==> src/rtl/eth_pkg.sv <==
// Shared types and MDIO framing constants for the Ethernet PHY manager.
// Both the controller and the MDIO shifter import this package.
package eth_pkg;

   typedef enum logic [2:0] {
      ST_RST_HOLD,
      ST_RST_WAIT,
      ST_IDLE,
      ST_SHIFT,
      ST_DONE
   } state_e;

   localparam logic [1:0] MDIO_ST    = 2'b01;
   localparam logic [1:0] MDIO_OP_WR = 2'b01;
   localparam logic [1:0] MDIO_OP_RD = 2'b10;
   localparam logic [1:0] MDIO_TA_WR = 2'b10;
   localparam logic [4:0] BMSR_ADDR  = 5'd1;
   localparam int         LINK_BIT   = 2;
   localparam int         FRAME_LEN  = 64;
   localparam int         RD_OE_BITS = 46;

   // Full 64-bit clause-22 frame; read frames carry ones in TA/data.
   function automatic logic [63:0] mdio_frame(
      input logic        we,
      input logic [4:0]  phyad,
      input logic [4:0]  regad,
      input logic [15:0] wdata
   );
      if (we)
         return {32'hFFFF_FFFF, MDIO_ST, MDIO_OP_WR,
                 phyad, regad, MDIO_TA_WR, wdata};
      return {32'hFFFF_FFFF, MDIO_ST, MDIO_OP_RD,
              phyad, regad, 2'b11, 16'hFFFF};
   endfunction

endpackage

==> src/rtl/mdio_shifter.sv <==
// MDC divider and 64-bit MDIO shift/sample engine.
// mdio_o moves on MDC fall, mdio_i is sampled on MDC rise.
module mdio_shifter
   import eth_pkg::*;
#(
   parameter int CLK_DIV = 25
)(
   input  logic        clk,
   input  logic        rst,
   input  logic        start,
   input  logic        rd_mode,
   input  logic [63:0] frame,
   input  logic        mdio_i,
   output logic        done,
   output logic [15:0] rdata,
   output logic        mdc,
   output logic        mdio_o,
   output logic        mdio_oe
);

   localparam int DW = (CLK_DIV > 1) ? $clog2(CLK_DIV) : 1;

   logic          active_q, active_d;
   logic [DW-1:0] div_q, div_d;
   logic [5:0]    bit_q, bit_d;
   logic [63:0]   sh_q, sh_d;
   logic          rd_q, rd_d;
   logic [15:0]   dat_q, dat_d;
   logic          mdc_q, mdc_d;
   logic          oe_q, oe_d;
   logic          tick;

   assign tick    = (div_q == DW'(CLK_DIV - 1));
   assign done    = active_q & tick & mdc_q &
                    (bit_q == 6'(FRAME_LEN - 1));
   assign rdata   = dat_q;
   assign mdc     = mdc_q;
   assign mdio_o  = active_q ? sh_q[63] : 1'b1;
   assign mdio_oe = oe_q;

   // Half-period timing, bit advance on fall, data capture on rise.
   always_comb begin
      active_d = active_q;
      div_d    = div_q;
      bit_d    = bit_q;
      sh_d     = sh_q;
      rd_d     = rd_q;
      dat_d    = dat_q;
      mdc_d    = mdc_q;
      oe_d     = oe_q;
      if (start && !active_q) begin
         active_d = 1'b1;
         div_d    = '0;
         bit_d    = '0;
         sh_d     = frame;
         rd_d     = rd_mode;
         dat_d    = '0;
         mdc_d    = 1'b0;
         oe_d     = 1'b1;
      end else if (active_q) begin
         if (tick) begin
            div_d = '0;
            if (!mdc_q) begin
               mdc_d = 1'b1;
               if (rd_q && bit_q >= 6'd48)
                  dat_d = {dat_q[14:0], mdio_i};
            end else begin
               mdc_d = 1'b0;
               if (bit_q == 6'(FRAME_LEN - 1)) begin
                  active_d = 1'b0;
                  oe_d     = 1'b0;
               end else begin
                  bit_d = bit_q + 6'd1;
                  sh_d  = {sh_q[62:0], 1'b1};
                  oe_d  = !rd_q || (bit_d < 6'(RD_OE_BITS));
               end
            end
         end else begin
            div_d = div_q + DW'(1);
         end
      end
   end

   // Engine state registers.
   always_ff @(posedge clk or posedge rst) begin
      if (rst) begin
         active_q <= 1'b0;
         div_q    <= '0;
         bit_q    <= '0;
         sh_q     <= '1;
         rd_q     <= 1'b0;
         dat_q    <= '0;
         mdc_q    <= 1'b0;
         oe_q     <= 1'b0;
      end else begin
         active_q <= active_d;
         div_q    <= div_d;
         bit_q    <= bit_d;
         sh_q     <= sh_d;
         rd_q     <= rd_d;
         dat_q    <= dat_d;
         mdc_q    <= mdc_d;
         oe_q     <= oe_d;
      end
   end

endmodule

==> src/rtl/eth_phy_mgmt.sv <==
// Ethernet PHY manager: reset sequencing, host MDIO access
// and periodic BMSR link polling sharing one MDIO bus.
module eth_phy_mgmt
   import eth_pkg::*;
#(
   parameter int ETHCOUNT      = 4,
   parameter int CLK_DIV       = 25,
   parameter int RST_HOLD      = 1250000,
   parameter int RST_WAIT      = 625000,
   parameter int POLL_CYCLES   = 12500000,
   parameter int PHY_ADDR_BASE = 0
)(
   input  logic                p_in_clk,
   input  logic                p_in_rst,
   input  logic                req,
   input  logic                req_we,
   input  logic [1:0]          req_phy,
   input  logic [4:0]          req_reg,
   input  logic [15:0]         req_wdata,
   output logic                ack,
   output logic                ack_err,
   output logic [15:0]         rdata,
   output logic [ETHCOUNT-1:0] link_up,
   output logic [ETHCOUNT-1:0] eth_phy_rst,
   output logic                mdc,
   output logic                mdio_o,
   output logic                mdio_oe,
   input  logic                mdio_i,
   output logic                busy
);

   state_e              state_q, state_d;
   logic [31:0]         rcnt_q, rcnt_d;
   logic [31:0]         pcnt_q, pcnt_d;
   logic                tmr_en_q, tmr_en_d;
   logic                pend_q, pend_d;
   logic [1:0]          pidx_q, pidx_d;
   logic                ptr_host_q, ptr_host_d;
   logic                cur_poll_q, cur_poll_d;
   logic                cur_we_q, cur_we_d;
   logic                ack_q, ack_d;
   logic                err_q, err_d;
   logic [15:0]         rdata_q, rdata_d;
   logic [ETHCOUNT-1:0] link_q, link_d;
   logic                prst_q, prst_d;

   logic        sh_start, sh_rd, sh_done;
   logic [63:0] sh_frame;
   logic [15:0] sh_rdata;
   logic        grant_host, phy_bad;

   function automatic logic [4:0] phy_addr(input logic [1:0] idx);
      return 5'(PHY_ADDR_BASE) + {3'b000, idx};
   endfunction

   assign grant_host  = req && (!pend_q || ptr_host_q);
   assign phy_bad     = ({30'd0, req_phy} >= 32'(ETHCOUNT));
   assign ack         = ack_q;
   assign ack_err     = err_q;
   assign rdata       = rdata_q;
   assign link_up     = link_q;
   assign eth_phy_rst = {ETHCOUNT{prst_q}};
   assign busy        = (state_q != ST_IDLE);

   mdio_shifter #(.CLK_DIV(CLK_DIV)) u_shift (
      .clk     (p_in_clk),
      .rst     (p_in_rst),
      .start   (sh_start),
      .rd_mode (sh_rd),
      .frame   (sh_frame),
      .mdio_i  (mdio_i),
      .done    (sh_done),
      .rdata   (sh_rdata),
      .mdc     (mdc),
      .mdio_o  (mdio_o),
      .mdio_oe (mdio_oe)
   );

   // Next-state: reset sequence, arbitration, frame completion, poll timer.
   always_comb begin
      state_d    = state_q;
      rcnt_d     = rcnt_q;
      pcnt_d     = pcnt_q;
      tmr_en_d   = tmr_en_q;
      pend_d     = pend_q;
      pidx_d     = pidx_q;
      ptr_host_d = ptr_host_q;
      cur_poll_d = cur_poll_q;
      cur_we_d   = cur_we_q;
      ack_d      = 1'b0;
      err_d      = 1'b0;
      rdata_d    = rdata_q;
      link_d     = link_q;
      sh_start   = 1'b0;
      sh_rd      = 1'b0;
      sh_frame   = '1;
      unique case (state_q)
         ST_RST_HOLD: begin
            if (rcnt_q == 32'(RST_HOLD - 1)) begin
               rcnt_d  = '0;
               state_d = ST_RST_WAIT;
            end else begin
               rcnt_d = rcnt_q + 32'd1;
            end
         end
         ST_RST_WAIT: begin
            if (rcnt_q == 32'(RST_WAIT - 1)) begin
               rcnt_d  = '0;
               state_d = ST_IDLE;
            end else begin
               rcnt_d = rcnt_q + 32'd1;
            end
         end
         ST_IDLE: begin
            if (grant_host) begin
               ptr_host_d = 1'b0;
               cur_poll_d = 1'b0;
               cur_we_d   = req_we;
               if (phy_bad) begin
                  state_d = ST_DONE;
                  ack_d   = 1'b1;
                  err_d   = 1'b1;
                  rdata_d = 16'hFFFF;
               end else begin
                  sh_start = 1'b1;
                  sh_rd    = ~req_we;
                  sh_frame = mdio_frame(req_we, phy_addr(req_phy),
                                        req_reg, req_wdata);
                  state_d  = ST_SHIFT;
               end
            end else if (pend_q) begin
               ptr_host_d = 1'b1;
               cur_poll_d = 1'b1;
               sh_start   = 1'b1;
               sh_rd      = 1'b1;
               sh_frame   = mdio_frame(1'b0, phy_addr(pidx_q),
                                       BMSR_ADDR, 16'h0000);
               state_d    = ST_SHIFT;
            end
         end
         ST_SHIFT: begin
            if (sh_done) begin
               state_d = ST_DONE;
               if (cur_poll_q) begin
                  for (int i = 0; i < ETHCOUNT; i++)
                     if (pidx_q == 2'(i))
                        link_d[i] = sh_rdata[LINK_BIT];
               end else begin
                  ack_d = 1'b1;
                  if (!cur_we_q)
                     rdata_d = sh_rdata;
               end
            end
         end
         ST_DONE: begin
            state_d = ST_IDLE;
            if (cur_poll_q) begin
               if (pidx_q == 2'(ETHCOUNT - 1)) begin
                  pidx_d = '0;
                  pend_d = 1'b0;
                  pcnt_d = '0;
               end else begin
                  pidx_d = pidx_q + 2'd1;
               end
            end
         end
         default: state_d = ST_RST_HOLD;
      endcase
      if (state_d == ST_IDLE)
         tmr_en_d = 1'b1;
      if (tmr_en_q && !pend_q) begin
         if (pcnt_q == 32'(POLL_CYCLES - 1)) begin
            pend_d = 1'b1;
            pcnt_d = '0;
         end else begin
            pcnt_d = pcnt_q + 32'd1;
         end
      end
      prst_d = (state_d == ST_RST_HOLD);
   end

   // Controller state and registered outputs.
   always_ff @(posedge p_in_clk or posedge p_in_rst) begin
      if (p_in_rst) begin
         state_q    <= ST_RST_HOLD;
         rcnt_q     <= '0;
         pcnt_q     <= '0;
         tmr_en_q   <= 1'b0;
         pend_q     <= 1'b0;
         pidx_q     <= '0;
         ptr_host_q <= 1'b1;
         cur_poll_q <= 1'b0;
         cur_we_q   <= 1'b0;
         ack_q      <= 1'b0;
         err_q      <= 1'b0;
         rdata_q    <= '0;
         link_q     <= '0;
         prst_q     <= 1'b1;
      end else begin
         state_q    <= state_d;
         rcnt_q     <= rcnt_d;
         pcnt_q     <= pcnt_d;
         tmr_en_q   <= tmr_en_d;
         pend_q     <= pend_d;
         pidx_q     <= pidx_d;
         ptr_host_q <= ptr_host_d;
         cur_poll_q <= cur_poll_d;
         cur_we_q   <= cur_we_d;
         ack_q      <= ack_d;
         err_q      <= err_d;
         rdata_q    <= rdata_d;
         link_q     <= link_d;
         prst_q     <= prst_d;
      end
   end

endmodule

==> config.mk <==
export PLATFORM = sky130hd
export DESIGN_NAME = eth_phy_mgmt
export DESIGN_NICKNAME = d
export VERILOG_FILES = /design/src/rtl/eth_pkg.sv /design/src/rtl/mdio_shifter.sv /design/src/rtl/eth_phy_mgmt.sv
export SDC_FILE = /design/constraint.sdc
export NUM_CORES = 1
export LEC_CHECK = 0
export CAP_MARGIN = 5
export CORE_MARGIN = 10
export CORE_UTILIZATION = 50
export CTS_CLUSTER_SIZE = 16
export DETAILED_ROUTE_END_ITERATION = 6
export GPL_ROUTABILITY_DRIVEN = 0
export PLACE_DENSITY = 0.69
export SLEW_MARGIN = 20
export SYNTH_ARGS = -nofsm -noshare
export SYNTH_HDL_FRONTEND = slang
export SYNTH_SLANG_ARGS = --single-unit
==> constraint.sdc <==
create_clock -name p_in_clk -period 7.6 [get_ports p_in_clk]
set_clock_uncertainty 0.15 [all_clocks]
set_input_delay 1.52 -clock p_in_clk [delete_from_list [all_inputs] [get_ports p_in_clk]]
set_output_delay 1.52 -clock p_in_clk [all_outputs]
set_load 0.01 [all_outputs]
After elaboration in Yosys (flattened, before gate mapping). Index checks and enable logic that the tools add are counted.

Bits in registers: 191. Bits of input ports: 28. Output and inout bits: 30. Logic and storage cells: 158.

Add/subtract/negate cells: 5. $lt $le $gt $ge: 2. Equality and inequality tests: 16. Mux-type cells: 71. Bitwise gates (word level): 6. Reductions and logical operators: 34.

Operators with widths (count): 64-bit two-way mux (9); 32-bit two-way mux (8); 16-bit two-way mux (5); 32-bit by 1-bit adder with 32-bit output (second input constant) (2); 32-bit one-hot mux with 2 select lines (1); 1-bit two-way mux (33); 32-bit by 20-bit == test with 1-bit output (second input constant) (1); 32-bit by 21-bit == test with 1-bit output (second input constant) (1); 32-bit by 24-bit == test with 1-bit output (second input constant) (1); 6-bit two-way mux (5); 4-bit AND reduction (7); 2-bit nonzero test (9); 3-bit two-way mux (5); 5-bit two-way mux (3); 3-bit one-hot mux with 5 select lines (1); 3-bit by 2-bit == test with 1-bit output (second input constant) (3); 2-bit AND reduction (4); 6-bit by 1-bit adder with 6-bit output (second input constant) (1); 6-bit == test (second input constant) (1); 6-bit >= comparator (second input constant) (1); 3-bit logical NOT (2); 6-bit < comparator (second input constant) (1); 3-bit AND reduction (2); 5-bit by 1-bit adder with 5-bit output (second input constant) (1); 16 further kinds (27).

Longest topological paths before layout. Gate-level depths: netlist of run 1.

Depth in word-level cells: 9. Depth in mapped cells: 9. Depth with buffers taken out: 7.

By module. Synthesis of run 1 repeated with hierarchy kept, for this count alone.

Cell total of the unflattened synthesis: 979. Area total of the unflattened synthesis: 9546.7 um^2.

Modules (own cells, without submodules): eth_phy_mgmt (times used 1, cells an instance 553, area each 5320.1 um^2, seq. area each 2404.8 um^2); mdio_shifter (times used 1, cells an instance 426, area each 4226.6 um^2, seq. area each 2457.4 um^2).

Worst setup path before layout of run 1. Ideal clock, no wire load.

Kind: input-to-reg. Start point: input req. End point: register u_shift.bit_q[0]. Setup time: 0.083 ns. Arrival time: 2.572 ns. Required time: 7.367 ns. Slack: 4.795 ns. Stages: 6. Path buffers: 1. Path through: nor2_1 > nor3_4 > a21oi_1 > buf_2 > nand2_1 > o21ai_0.

Longest elaborated chain between the ends: 6. Elaborated cells on any way between the ends: 10. Classes of those cells: 1 x eq/ne; 3 x mux; 6 x reduce/logical.

RTL lines: start, declared (RTL line eth_phy_mgmt.sv:15) `input logic req,`; 1-bit logical AND (*) (RTL line eth_phy_mgmt.sv:56) `assign grant_host = req && (!pend_q || ptr_host_q);`; 1-bit two-way mux (*) (RTL line eth_phy_mgmt.sv:115) `if (grant_host) begin`; 1-bit two-way mux (*) (RTL line eth_phy_mgmt.sv:97) `unique case (state_q)`; 1-bit logical AND (*) (RTL line mdio_shifter.sv:51) `if (start && !active_q) begin`; 2-bit by 1-bit inequality test with 1-bit output (no line) / 2-bit nonzero test (equally long branches); 4-bit AND reduction (no line); end signal, assigned (RTL line mdio_shifter.sv:98) `bit_q <= bit_d;`; end, declared (RTL line mdio_shifter.sv:25) `logic [5:0] bit_q, bit_d;`.

Every way passes the cells marked *; elsewhere a longest branch is shown, timed or not. A chain may end at the register's enable or synchronous reset.

Final worst setup path of run 1.
Start point: register state_q[1]. End point: output busy.

Longest elaborated chain between the ends: 1.

RTL lines: start, declared (RTL line eth_phy_mgmt.sv:32) `state_e state_q, state_d;`; start signal, assigned (RTL line eth_phy_mgmt.sv:200) `state_q <= state_d;`; 3-bit by 2-bit inequality test with 1-bit output (RTL line eth_phy_mgmt.sv:63) `assign busy = (state_q != ST_IDLE);`; end, declared (RTL line eth_phy_mgmt.sv:29) `output logic busy`.

No other way between the ends.

==> results of run 1 <==
## state kept, by name, indices dropped and copies added, names as in the netlist, 2 cells and up
| name | count |
|---|---|
| u_shift.div_q | 5 |
| state_q | 3 |
| rdata | 16 |
| u_shift.sh_q | 64 |
| link_up | 4 |
| rcnt_q | 32 |
| u_shift.rdata | 16 |
| pcnt_q | 32 |
| u_shift.bit_q | 6 |
| pidx_q | 2 |
## logic make-up (layout without fill, tap and decap cells)
kind of cell | after synthesis | after routing | share of synthesized area
buffers and inverters | 72 | 114 | 0.0386
AND/OR/NAND/NOR | 381 | 381 | 0.220
multiplexers | 44 | 44 | 0.0507
flip-flops | 191 | 191 | 0.529
adder cells (fa/ha/maj) | 9 | 9 | 0.0122
AO/OA/AOI/OAI | 139 | 139 | 0.111
other | 1 | 1 | 0.000408
XOR/XNOR | 40 | 40 | 0.0381
## final cells by class
| type | count | area (sq um) |
|---|---|---|
| Sequential cell | 191 | 4860 |
| Clock inverter | 13 | 141 |
| Clock buffer | 19 | 454 |
| Fill cell | 1589 | 7600 |
| Inverter | 19 | 78.8 |
| Timing Repair Buffer | 63 | 621 |
| Tap cell | 229 | 287 |
| Multi-Input combinational cell | 614 | 3990 |
## synthesized netlist by cell type, drive strengths merged, types with 4 or more instances
master  count
nor2       68
a22o        5
nand4b      5
or3        11
buf        26
nand2     120
nand2b      5
a32oi       4
nor4       14
o211ai      6
and2        8
a31oi      22
inv        19
and4       12
a21o        5
xor2       17
o22a       34
mux2i      23
clkbuf     27
or4         4
nor3       36
nand3      36
mux2       21
o21ai      28
ha          9
o311ai      7
nand4      32
and3       13
a21oi       8
xnor2      23
dfstp      66
dfrtp     125
## metrics by stage
| stage | utilization | area (sq um) | hold WS [ps] |
|---|---|---|---|
| 3_3_place_gp | 0.545 | 9820 | 292 |
| 2_1_floorplan | - | 9200 | 284 |
| 6_report | 0.579 | 10400 | 306 |
| 5_1_grt | 0.579 | 10400 | 319 |
| 3_5_place_dp | 0.546 | 9830 | 295 |
| 4_1_cts | 0.579 | 10400 | 306 |
## layout by cell type (no fill, tap or decap), drive strengths merged, types with 27 or more instances in the layout
cell and n:
nor3 36, dfrtp 125, nand3 36, o22a 34
inv 27, clkdlybuf4s50 56, nand4 32, nand2 120
o21ai 28, nor2 68, dfstp 66
## metal layers
| metal | GRT usage | wire, microns |
|---|---|---|
| met5 | 0 | 0 |
| met4 | 0.0383 | 198 |
| met3 | 0.0380 | 685 |
| met2 | 0.254 | 9150 |
| met1 | 0.223 | 9090 |
## critical path, stage by stage, from the launching register on
cell and delay [ps]:
dfrtp_1 520, or3b_1 610, clkdlybuf4s50_1 570
## power by group
part	switching (W)	total, W	internal, W	leakage [nW]
clock	0.000432	0.000893	0.000460	0.294
sequential	0.000131	0.00144	0.00131	2.34
combinational	0.000154	0.000328	0.000174	1.87
total	0.000718	0.00267	0.00195	4.50
## how the worst max path moves through the flow
stage / endpoint / cells past startpoint
floorplan: ack / 1
global placement: u_shift.sh_q[23] / 6
detailed placement: u_shift.sh_q[28] / 6
CTS: busy / 2
global route: busy / 2
finish: busy / 2
==> impl_metrics.tcl, run 1 <==
set metrics [dict create \
    worstHoldPathType "flop to flop" \
    ys_async_sr_fraction 1.00 \
    slew_violations 0 \
    synth_nets 914 \
    grt_usage 0.162 \
    reg2reg_slack_ps 4370 \
    setup_slack_ps 3790 \
    drc_errors 0 \
    synthCells 877 \
    arrival_ps 2140 \
    synth_warnings 0 \
    cts_sinks 191 \
    grt_overflow 0 \
    dieArea_sq_um 24200 \
    cts.htree.levels 4 \
    worst_r2r_endpoint "pcnt_q[9]" \
    insertion_delay_ps 440 \
    cts_tree "built" \
    dp_hpwl_microns 12400 \
    crit_path_end_kind "primary output" \
    post_cts_buffers 0 \
    num_vias 6615 \
    finalCritPeriodShare 0.501 \
    post_cts_resized 0 \
    grt_pass1_vias 6523 \
    area_growth_pct 13.4 \
    final_nets 943 \
    coreArea_sq_um 18000 \
    viasPerCell 5.76 \
    hold_start "u_shift.sh_q[20]" \
    min_delay_path_depth 2 \
    startpoint "state_q[1]" \
    final_cells 1148 \
    post_drt_wl_per_cell_microns 16.7 \
    crit_required_ps 5930 \
    tightest_slew_ps 1050 \
    p_total_w 0.00267 \
    synth_top_area_frac 0.340 \
    crit_path_start_kind "flop" \
    grt_pass1_wl_microns 33100 \
    detail-route-antenna-nets 0 \
    antenna_cells 0 \
    critPathMaxFanout 10 \
    ys_types 71 \
    cts_made_buffers 17 \
    status "finished, final reports clean" \
    clk_pin_slew_worst_paths_ps 70 \
    drive_gt1_frac 0.163 \
    fin_crit_ps 3810 \
    setup_viol 0 \
    synth_area_sq_um 9200 \
    ys.flop_type "dfrtp_1" \
    rows 49 \
    relSlewSlack 0.300 \
    yosys_register_bits 191 \
    ys_seq_area_frac 0.529 \
    dp_cells 1116 \
    drt_iter0_drc 568 \
    hold_viol 0 \
    postSynthAreaPerCell_sq_um 10.5 \
    vdd_ir_drop_max_mv 0.206 \
    worst_r2r_startpoint "pcnt_q[0]" \
    drt_first_pass_iters 4 \
    leakagePower_nw 4.50 \
    reg2regPathDepth 6 \
    pre_cts_ws_ps 3830 \
    postCtsHoldBufs 0 \
    min_to "u_shift.sh_q[20]" \
    max_freq_mhz 263 \
    yosysTopAreaCell "dfrtp_1" \
    start_util 0.510 \
    grt_max_degree 135 \
    pin_count 58 \
    wl_microns 19100 \
    cap_violations 0 \
    path_class "flop to primary output" \
    io_buffers 56 \
    antenna_found_initial 0 \
    tns_ps 0 \
    max-clock-path-buffers 2 \
    rsz0062_at_grt "false" \
    p_per_area_nw_per_um2 256 \
    synth_area_leaders "dfrtp_1 34%, dfstp_2 19%, nand2_1 4.9%, o22a_1 3.2%, nor2_1 2.7%" \
    die_w_microns 156 \
    cts_root_buf "clkbuf_16" \
    die_height_microns 156 \
    synth-edff-count 0 \
]
No activity file was read; power rests on OpenSTA's default activity.
==> run 2: changes to the inputs <==
--- a/config.mk
+++ b/config.mk
@@ -11,7 +11,7 @@
 export CTS_CLUSTER_SIZE = 16
 export DETAILED_ROUTE_END_ITERATION = 6
 export GPL_ROUTABILITY_DRIVEN = 0
-export PLACE_DENSITY = 0.69
+export PLACE_DENSITY = 0.72
 export SLEW_MARGIN = 20
 export SYNTH_ARGS = -nofsm -noshare
 export SYNTH_HDL_FRONTEND = slang
==> constraint.sdc (replaced) <==
create_clock -name p_in_clk -period 3.1 [get_ports p_in_clk]
set_clock_uncertainty 0.15 [all_clocks]
set_input_delay 0.62 -clock p_in_clk [delete_from_list [all_inputs] [get_ports p_in_clk]]
set_output_delay 0.62 -clock p_in_clk [all_outputs]
set_load 0.01 [all_outputs]
==> impl_metrics.tcl, run 2 (same netlist as run 1, synthesis figures left out) <==
set metrics [dict create \
    clk_pin_slew_worst_paths_ps 80 \
    relSlewSlack 0.559 \
    routed.top_layer "met4" \
    post_cts_buffers 0 \
    cts.htree.levels 4 \
    swShare 0.264 \
    cts_made_buffers 17 \
    path_class "flop to primary output" \
    drive_gt1_frac 0.176 \
    met3_length_microns 753 \
    mostFrequentLayoutCells "125 x dfrtp_1, 119 x nand2_1, 67 x nor2_1" \
    worstHoldPathType "flop to flop" \
    max_freq_mhz 348 \
    grt_overflow 0 \
    comb_power_share 0.126 \
    crit_required_ps 2330 \
    tns_ps 0 \
    io_buffers 56 \
    crit_path_start_kind "flop" \
    start_util 0.510 \
    p_per_area_nw_per_um2 626 \
    antenna_found_initial 0 \
    cts_root_buf "clkbuf_16" \
    largest_register "u_shift.sh_q" \
    p_total_w 0.00662 \
    drt_first_pass_iters 5 \
    switchingPower_w 0.00175 \
    met1Wirelength_microns 9190 \
    intPower_w 0.00488 \
    setup_viol 0 \
    crit_path_end_kind "primary output" \
    slew_violations 0 \
    grt_usage 0.164 \
    final_nets 957 \
    rows 49 \
    final_common_cell "dfrtp_1" \
    hold_viol 0 \
    coreArea_sq_um 18000 \
    met2_length_microns 9240 \
    drt_iter0_drc 432 \
    largest_reg_flops 64 \
    antenna_cells 0 \
    fin_crit_ps 2870 \
    grt_pass1_vias 6526 \
    reg_top3 "u_shift.sh_q x64, pcnt_q x32, rcnt_q x32" \
    dp_hpwl_microns 13000 \
    rsz0062_at_grt "false" \
    insertion_delay_ps 430 \
    clockPowerShare 0.340 \
    critPathMaxFanout 10 \
    cts_tree "built" \
    drc_errors 0 \
    finalCritPeriodShare 0.927 \
    cts_sinks 191 \
    wl_microns 19400 \
    status "finished, final reports clean" \
    cap_violations 0 \
    grt_max_degree 52 \
    num_vias 6702 \
    arrival_ps 2100 \
    pwr-share-seq 0.534 \
    pin_count 58 \
    grt_pass1_wl_microns 33200 \
    area_growth_pct 15.2 \
    dieArea_sq_um 24200 \
    die_w_microns 156 \
    post_cts_resized 0 \
    post_drt_wl_per_cell_microns 16.7 \
    vdd_ir_drop_max_mv 0.505 \
    die_height_microns 156 \
    tightest_slew_ps 660 \
    viasPerCell 5.77 \
    leakagePower_nw 4.58 \
    postCtsHoldBufs 0 \
    max-clock-path-buffers 2 \
    detail-route-antenna-nets 0 \
]
run 2: area by class of cell:
type	count	area (sq um)
Clock buffer	17	425
Multi-Input combinational cell	614	3990
Tap cell	229	287
Fill cell	1543	7430
Sequential cell	191	4860
Clock inverter	15	175
Timing Repair Buffer	77	781
Inverter	19	75.1
run 2: per-layer routing:
metal,up-vias,GRT usage
met5,-,0
met4,0,0.0450
met3,15,0.0375
met2,119,0.255
met1,3316,0.225
li1,3252,-
run 2: worst max-delay path, stage by stage (launching register included):
cell             delay [ps]
dfrtp_1                 530
or3b_1                  580
clkdlybuf4s50_1         570
run 2: path summary, 6_finish.rpt:
check                           cells past startpoint        startpoint  slack, ps                to
max in group asynchronous                           3          p_in_rst       1620   u_shift.sh_q[8]
worst max register to register                      8  u_shift.div_q[0]        490          rdata[7]
worst min-delay path                                2  u_shift.sh_q[20]        310  u_shift.sh_q[20]
worst max-delay path                                2        state_q[1]        230              busy
worst min register to register                      2  u_shift.sh_q[20]        310  u_shift.sh_q[20]
min in group asynchronous                           2          p_in_rst        480        rcnt_q[24]
run 2: power groups by stage:
stage / clock (W) / combinational (W) / sequential, W
3_5_place_dp: 0 / 0.000848 / 0.00357
4_1_cts: 0.00229 / 0.000856 / 0.00354
3_3_place_gp: 0 / 0.000810 / 0.00356
6_report: 0.00225 / 0.000835 / 0.00354
2_1_floorplan: 0 / 0.000640 / 0.00349
5_1_grt: 0.00240 / 0.000950 / 0.00361
run 2: per-stage QoR:
stage	utilization	hold WS [ps]	instances	area, sq um	setup slack [ps]
2_1_floorplan	-	284	877	9200	-78.6
3_3_place_gp	0.554	291	1130	9990	521
3_5_place_dp	0.554	296	1130	9990	468
4_1_cts	0.588	310	1162	10600	234
5_1_grt	0.588	331	1162	10600	133
6_report	0.588	308	1162	10600	227
==> run 3: changes to the inputs <==
--- a/config.mk
+++ b/config.mk
@@ -8,11 +8,11 @@
 export CAP_MARGIN = 5
 export CORE_MARGIN = 10
 export CORE_UTILIZATION = 50
-export CTS_CLUSTER_SIZE = 16
 export DETAILED_ROUTE_END_ITERATION = 6
 export GPL_ROUTABILITY_DRIVEN = 0
+export GPL_TIMING_DRIVEN = 0
 export PLACE_DENSITY = 0.72
-export SLEW_MARGIN = 20
+export SLEW_MARGIN = 30
 export SYNTH_ARGS = -nofsm -noshare
 export SYNTH_HDL_FRONTEND = slang
 export SYNTH_SLANG_ARGS = --single-unit
==> impl_metrics.tcl, run 3 (same netlist as run 1, synthesis figures left out) <==
set metrics [dict create \
    status "finished, final reports clean" \
    post_drt_wl_per_cell_microns 16.8 \
    largest_reg_flops 64 \
    crit_chain "inv_1 -> ha_1 -> nand4b_4 -> nor4_4 -> nand3_2 -> nor3_4 -> buf_6 -> mux2_2" \
    finalCritPeriodShare 0.890 \
    final_common_cell "dfrtp_1" \
    post_cts_resized 0 \
    critPathMaxFanout 10 \
    fin_worst_hold_slack_ps 307 \
    drt_first_pass_iters 5 \
    reg2reg_slack_ps 340 \
    die_height_microns 156 \
    max_stage_delay_ps 470 \
    post_dp_cell_area_sq_um 10200 \
    mostFrequentLayoutCells "125 x dfrtp_1, 119 x nand2_1, 67 x nor2_1" \
    viasPerCell 5.74 \
    tns_ps 0 \
    cts.htree.levels 4 \
    reg2regPathDepth 8 \
    rows 49 \
    cts_root_buf "clkbuf_16" \
    arrival_ps 2930 \
    fill_cells 1553 \
    insertion_delay_ps 440 \
    met3_length_microns 931 \
    fin_area_sq_um 10800 \
    routed.top_layer "met4" \
    io_buffers 56 \
    crit_path_end_kind "flop" \
    max_freq_mhz 362 \
    area_growth_pct 17.2 \
    coreArea_sq_um 18000 \
    pin_count 58 \
    num_vias 6898 \
    critPathSlowestCell "nor4_4" \
    grt_pass1_vias 6746 \
    fin_util 0.598 \
    path_class "flop to flop" \
    dieArea_sq_um 24200 \
    relSlewSlack 0.482 \
    fin_crit_ps 2760 \
    drive_gt1_frac 0.181 \
    final_nets 996 \
    drc_errors 0 \
    met1Wirelength_microns 9290 \
    tightest_slew_ps 777 \
    leakagePower_nw 4.68 \
    cts_sinks 191 \
    crit_required_ps 3270 \
    dp_hpwl_microns 14200 \
    grt_max_degree 32 \
    grt_pass1_wl_microns 34400 \
    antenna_found_initial 0 \
    clk_pin_slew_worst_paths_ps 80 \
    setup_slack_ps 341 \
    drt_iter0_drc 538 \
    vdd_ir_drop_max_mv 0.546 \
    cap_violations 0 \
    worstHoldPathType "flop to flop" \
    slew_violations 0 \
    hold_viol 0 \
    largest_register "u_shift.sh_q" \
    p_per_area_nw_per_um2 607 \
    min_delay_path_depth 2 \
    rsz0062_at_grt "false" \
    cts_made_buffers 17 \
    reg_top3 "u_shift.sh_q x64, pcnt_q x32, rcnt_q x32" \
    cts_tree "built" \
    pre_cts_ws_ps 304 \
    detail-route-antenna-nets 0 \
    antenna_cells 0 \
    die_w_microns 156 \
    postCtsHoldBufs 0 \
    max-clock-path-buffers 2 \
    grt_usage 0.170 \
    met2_length_microns 9680 \
    start_util 0.510 \
    wl_microns 20200 \
    grt_overflow 0 \
    crit_path_start_kind "flop" \
    post_cts_buffers 0 \
    setup_viol 0 \
]
==> run 3: cell types whose count changed in the layout (fill, tap and decap cells not counted), sizes merged <==
cell | previous run | this run
clkbuf | 17 | 44
buf | 21 | 33
inv | 25 | 28
bufinv | 2 | 0
clkinvlp | 2 | 1
==> run 3: path summary, 6_finish.rpt <==
| path | from | endpoint |
|---|---|---|
| worst max-delay path | u_shift.div_q[0] | rdata[2] |
| worst min-delay path | u_shift.sh_q[20] | u_shift.sh_q[20] |
| worst max register to register | u_shift.div_q[0] | rdata[2] |
| worst min register to register | u_shift.sh_q[20] | u_shift.sh_q[20] |
| max in group asynchronous | p_in_rst | ptr_host_q |
| min in group asynchronous | p_in_rst | rcnt_q[29] |
==> run 3: where the power goes <==
part	total [W]	leakage [nW]	internal (W)	switching, W
clock network	0.00214	0.288	0.00107	0.00107
registers	0.00354	2.34	0.00322	0.000321
logic	0.000853	2.05	0.000451	0.000402
total	0.00654	4.68	0.00474	0.00179
==> run 3: metal layers <==
metal | global-route usage | vias to the layer above
met5 | 0 | -
met4 | 0.0512 | 0
met3 | 0.0361 | 34
met2 | 0.273 | 152
met1 | 0.228 | 3372
li1 | - | 3340
==> run 3: metrics by stage <==
stage / power, W / cells
5_1_grt: 0.00686 / 1201
2_1_floorplan: 0.00413 / 877
6_report: 0.00654 / 1201
3_5_place_dp: 0.00443 / 1169
4_1_cts: 0.00660 / 1201
3_3_place_gp: 0.00436 / 1162
==> run 3: worst max-delay path, delay by kind of cell (launching register included) <==
kind / cells / cell delay, ps
adders and majority gates: 1 / 220
and+or+nand+nor: 4 / 1210
buffers and inverters: 2 / 320
muxes: 1 / 340
DFF: 1 / 420
==> run 3: layout make-up <==
type | count | area [sq um] | area share
Buffer | 53 | 284 | 0.0264
Clock buffer | 17 | 425 | 0.0395
Clock inverter | 15 | 146 | 0.0136
Inverter | 19 | 75.1 | 0.00697
Multi-Input combinational cell | 614 | 3980 | 0.369
Sequential cell | 191 | 4860 | 0.451
Tap cell | 229 | 287 | 0.0266
Timing Repair Buffer | 63 | 716 | 0.0664
==> RTL change 1: new RTL, settings of run 3 <==
Change the parameter `ETHCOUNT` from 4 to 8.
--- a/src/rtl/eth_phy_mgmt.sv
+++ b/src/rtl/eth_phy_mgmt.sv
@@ -5,3 +5,3 @@
 #(
-   parameter int ETHCOUNT      = 4,
+   parameter int ETHCOUNT      = 8,
    parameter int CLK_DIV       = 25,
Ports: changed (resized eth_phy_rst and link_up); port bits go from 58 to 66. No check against the original RTL was run, so the function may have changed too.
==> RTL change 1 against run 3 <==
Sequential share of layout area down 0.69 points; die area up 0.57%; sequential cell count unchanged; routed wire length up 0.56%; design area up 1.5%; power up 0.72%; area after synthesis up 0.65%; worst setup slack worse by 0.032 ns.
==> RTL change 1: results (changes against run 3) <==
metric;value;unit;change
nFillCells;1508;;-2.9%
min_path_cells;2;;unchanged
port_buffers;64;;+14%
synth_fa_ha_area_share;1.22;%;-0.0079 points
clock_power;2.20;mW;+3%
synthMuxAreaShare;5.04;%;-0.033 points
p_int;4.80;mW;+1.1%
vias;6962;;+0.93%
synth-compound-area-share;11.0;%;-0.072 points
crit_family;simple AND/OR/NAND/NOR gates;;
grt_max_degree;31;;-3.1%
syn_nets;922;;+0.88%
placed_area;10300;um^2;+1.4%
seq_cell_power;3.53;mW;about the same
worst_pin_slew;0.782;ns;+0.00492 ns
final_nets;1012;;+1.6%
cp.arrival;2.97;ns;+0.04 ns
grt_pass1_wl;34.0;mm;-1.1%
hpwl;14.4;mm;+1.3%
synth.area.top_cells;dfrtp_1, dfstp_2, nand2_1;;
grt_usage;17.0;%;-0.079 points
p_leak;4.75;nW;+1.6%
reg_top3;u_shift.sh_q x64, pcnt_q x32, rcnt_q x32;;
slowest_stage;nor4_4;;
ir_drop;447;uV;-18%
grt_pass1_vias;6693;;-0.79%
wl_per_cell;16.7;um;-0.76%
drt_iter0_markers;555;;+3.2%
synth-xor-area-share;3.78;%;-0.025 points
status;finished clean;;
drive_gt1_share;18.5;%;+0.42 points
yosysSeqAreaShare;52.5;%;-0.34 points
## RTL change 1: cell types whose count changed after synthesis
cell / delta
buf_4: +8
## RTL change 1: final cells by class
cell class | instances | area [um^2] | share of cell area, %
multi-input cells | 614 | 3980 | 36.4
flip-flops and latches | 191 | 4860 | 44.4
plain buffers | 61 | 344 | 3.15
clock buffers | 19 | 454 | 4.15
repair buffers | 71 | 796 | 7.27
inverters | 19 | 75.1 | 0.686
clock inverters | 13 | 144 | 1.32
well taps | 229 | 287 | 2.62
## RTL change 1: final timing paths
check	endpoint	slack, ns
max	rdata[8]	0.31
min	u_shift.sh_q[20]	0.31
max reg2reg	rdata[8]	0.31
min reg2reg	u_shift.sh_q[20]	0.31
max in group asynchronous	u_shift.sh_q[23]	1.30
min in group asynchronous	rcnt_q[29]	0.46
## RTL change 1: kinds of logic after synthesis
logic type / Yosys count
mux: 44
compound gates: 139
xor+xnor: 40
other cells: 1
flops: 191
simple gates: 381
fa+ha+maj: 9
buf+inv: 80
## RTL change 1: metal layers
| metal | GRT usage (%) | share of wire, % | vias up |
|---|---|---|---|
| met3 | 4.25 | 5.0 | 28 |
| met1 | 22.8 | 46 | 3421 |
| met5 | 0 | 0 | - |
| met2 | 26.5 | 47 | 149 |
| met4 | 5.22 | 1.3 | 0 |
| li1 | - | - | 3364 |
## RTL change 1: through the flow
stage | power, mW | instances | setup WS (ns)
detailed placement | 4.43 | 1185 | 0.295
floorplan | 4.13 | 885 | -0.0786
global route | 6.91 | 1217 | 0.108
finish | 6.58 | 1217 | 0.308
CTS | 6.64 | 1217 | 0.276
global placement | 4.36 | 1178 | -1.61
==> RTL change 2: new RTL, config.mk and constraints of run 3 <==
Made on the original files. One comparison of `pcnt_q` changes from == to >=.
--- a/src/rtl/eth_phy_mgmt.sv
+++ b/src/rtl/eth_phy_mgmt.sv
@@ -171,3 +171,3 @@
       if (tmr_en_q && !pend_q) begin
-         if (pcnt_q == 32'(POLL_CYCLES - 1)) begin
+         if (pcnt_q >= 32'(POLL_CYCLES - 1)) begin
             pend_d = 1'b1;
Behaviour: same outputs for any inputs over 10 cycles, from zero or initial values and one cycle with p_in_rst high; that may be too few to reach the edited logic, so the function may still have changed.
==> RTL change 2 against run 3 <==
Critical path depth did not move; design area fell by 2.2%; first-iteration DRC count fell by 24%; power rose by 3.6%; worst setup slack got worse by 0.015 ns; sequential share of layout area rose by 1.0 points; sequential cell count did not move; area after synthesis fell by 3.7%; clock power rose by 11%; global-route usage fell by 0.90 points; routed wire length fell by 6.7%; critical endpoint is now rdata[6]; largest cell class unchanged; largest power group unchanged; highest routed layer unchanged.
==> RTL change 2: results (changes against run 3) <==
metric;value;unit;change
drt_iter0_markers;407;;-24%
hpwl;13.0;mm;-8.6%
ctsRootBufferMaster;clkbuf_16;;
syn_nets;874;;-4.4%
crit_path_max_fanout;10;;unchanged
rr_worst_depth;8;;unchanged
place_worst_setup_slack;-0.0105;ns;-0.315 ns
yosys-top-cells-count;dfrtp_1, nand2_1, nor2_1, dfstp_2, nand3_1;;
yosysUniqueCellTypes;67;;-5.6%
yosysSeqAreaShare;54.9;%;+2.0 points
wl_per_cell;16.3;um;-3.3%
synth_top_flop_cell;dfrtp_1;;
clockBufferDepth;2;;unchanged
tns;0;ns;unchanged
slowest_stage;nor4_2;;
setup_slack;0.325;ns;-0.0153 ns
placed_area;9860;um^2;-3.3%
cp_slowest_stage_delay;0.51;ns;+0.04 ns
relSlewSlack;49.8;%;+1.6 points
ir_drop;406;uV;-26%
min_path_type;reg2reg;;
cp.arrival;2.93;ns;about the same
crit_family;simple AND/OR/NAND/NOR gates;;
drtPass1Iterations;5;;unchanged
port_buffers;56;;unchanged
antennaDiodeCount;0;;unchanged
yosys_warnings;0;;unchanged
vias;6500;;-5.8%
synth.area.top_cells;dfrtp_1, dfstp_2, nand2_1;;
worstSetupStartpoint;u_shift.div_q[0];;
grt_pass1_wl;31.8;mm;-7.4%
endpoint;rdata[6];;
clk_pin_slew;0.06;ns;-0.02 ns
ys_async_sr_fraction;100;%;unchanged
grt_usage;16.1;%;-0.90 points
hp-start;tmr_en_q;;
reg_top3;u_shift.sh_q x64, pcnt_q x32, rcnt_q x32;;
cts_max_level;4;;unchanged
p_switching;1.69;mW;-5.5%
drive_gt1_share;19.1;%;+0.97 points
grt_max_degree;31;;-3.1%
final_nets;957;;-3.9%
insertion_delay;0.43;ns;
grt_pass1_vias;6306;;-6.5%
whs;0.327;ns;+0.0201 ns
antenna_found_initial;0;;unchanged
drc;0;;unchanged
numCtsBuffers;17;;unchanged
p_leak;4.69;nW;+0.27%
status;finished clean;;
RTL change 2: cell types whose count changed after synthesis, moves of 6 or more:
cell	run 3	this run
o211ai_1	6	0
or2_2	3	16
nand2_1	119	100
nor3_1	32	12
o311ai_0	7	0
nand3_1	35	60
or3_1	9	18
a31oi_1	22	16
RTL change 2: cells by family (layout without fill, tap and decap cells):
group,after synthesis,in the layout,synth area share (%)
other,1,1,0.0424
buffers and inverters,64,160,3.36
muxes,40,40,4.82
adders and majority gates,9,9,1.27
AOI/OAI and AO/OA,126,126,10.6
DFF,191,191,54.9
xor gates and xnor gates,34,34,3.36
and+or+nand+nor,372,372,21.6
RTL change 2: power by group through the flow:
stage / Sequential [mW] / Combinational (mW) / Clock [mW]
3_3_place_gp: 3.49 / 0.867 / 0
4_1_cts: 3.46 / 0.937 / 2.42
6_report: 3.47 / 0.929 / 2.37
5_1_grt: 3.53 / 1.06 / 2.52
3_5_place_dp: 3.50 / 0.927 / 0
2_1_floorplan: 3.42 / 0.704 / 0
RTL change 2: worst reg2reg max path, delay by kind of cell, from the launching register on:
family / cells / cell delay, ns
simple gates: 4 / 1.27
flops: 1 / 0.42
mux: 1 / 0.35
buf+inv: 2 / 0.31
fa+ha+maj: 1 / 0.16
RTL change 2: layer usage:
metal | vias to the layer above | GRT usage (%) | part of all wire, %
met5 | - | 0 | 0
met3 | 17 | 5.05 | 5.8
met4 | 0 | 4.13 | 1.0
li1 | 3160 | - | -
met1 | 3191 | 21.9 | 48
met2 | 132 | 24.5 | 45
RTL change 2: worst min path at each step:
stage	endpoint	cells after the start
2_1_floorplan	tmr_en_q	1
3_3_place_gp	tmr_en_q	1
3_5_place_dp	tmr_en_q	1
4_1_cts	tmr_en_q	1
5_1_grt	rcnt_q[31]	1
6_report	tmr_en_q	1
RTL change 2: cell type report:
| class | count | area, um^2 |
|---|---|---|
| clock buffers | 25 | 583 |
| flip-flops and latches | 191 | 4860 |
| multi-input cells | 582 | 3700 |
| clock inverters | 7 | 78.8 |
| fillers | 1447 | 6820 |
| well taps | 225 | 282 |
| plain buffers | 47 | 234 |
| repair buffers | 64 | 731 |
| inverters | 17 | 67.6 |
RTL change 2: metrics by stage:
step | std cells | total power [mW]
3_3_place_gp | 1118 | 4.36
5_1_grt | 1158 | 7.11
2_1_floorplan | 837 | 4.13
3_5_place_dp | 1125 | 4.43
6_report | 1158 | 6.77
4_1_cts | 1157 | 6.82
RTL change 2: timing repair:
item | in CTS | in global routing
resized for setup | 0 | 1
endpoints found under the setup margin | 0 | 2
endpoints found under the hold margin | 0 | 0
buffers inserted | 0 | 1
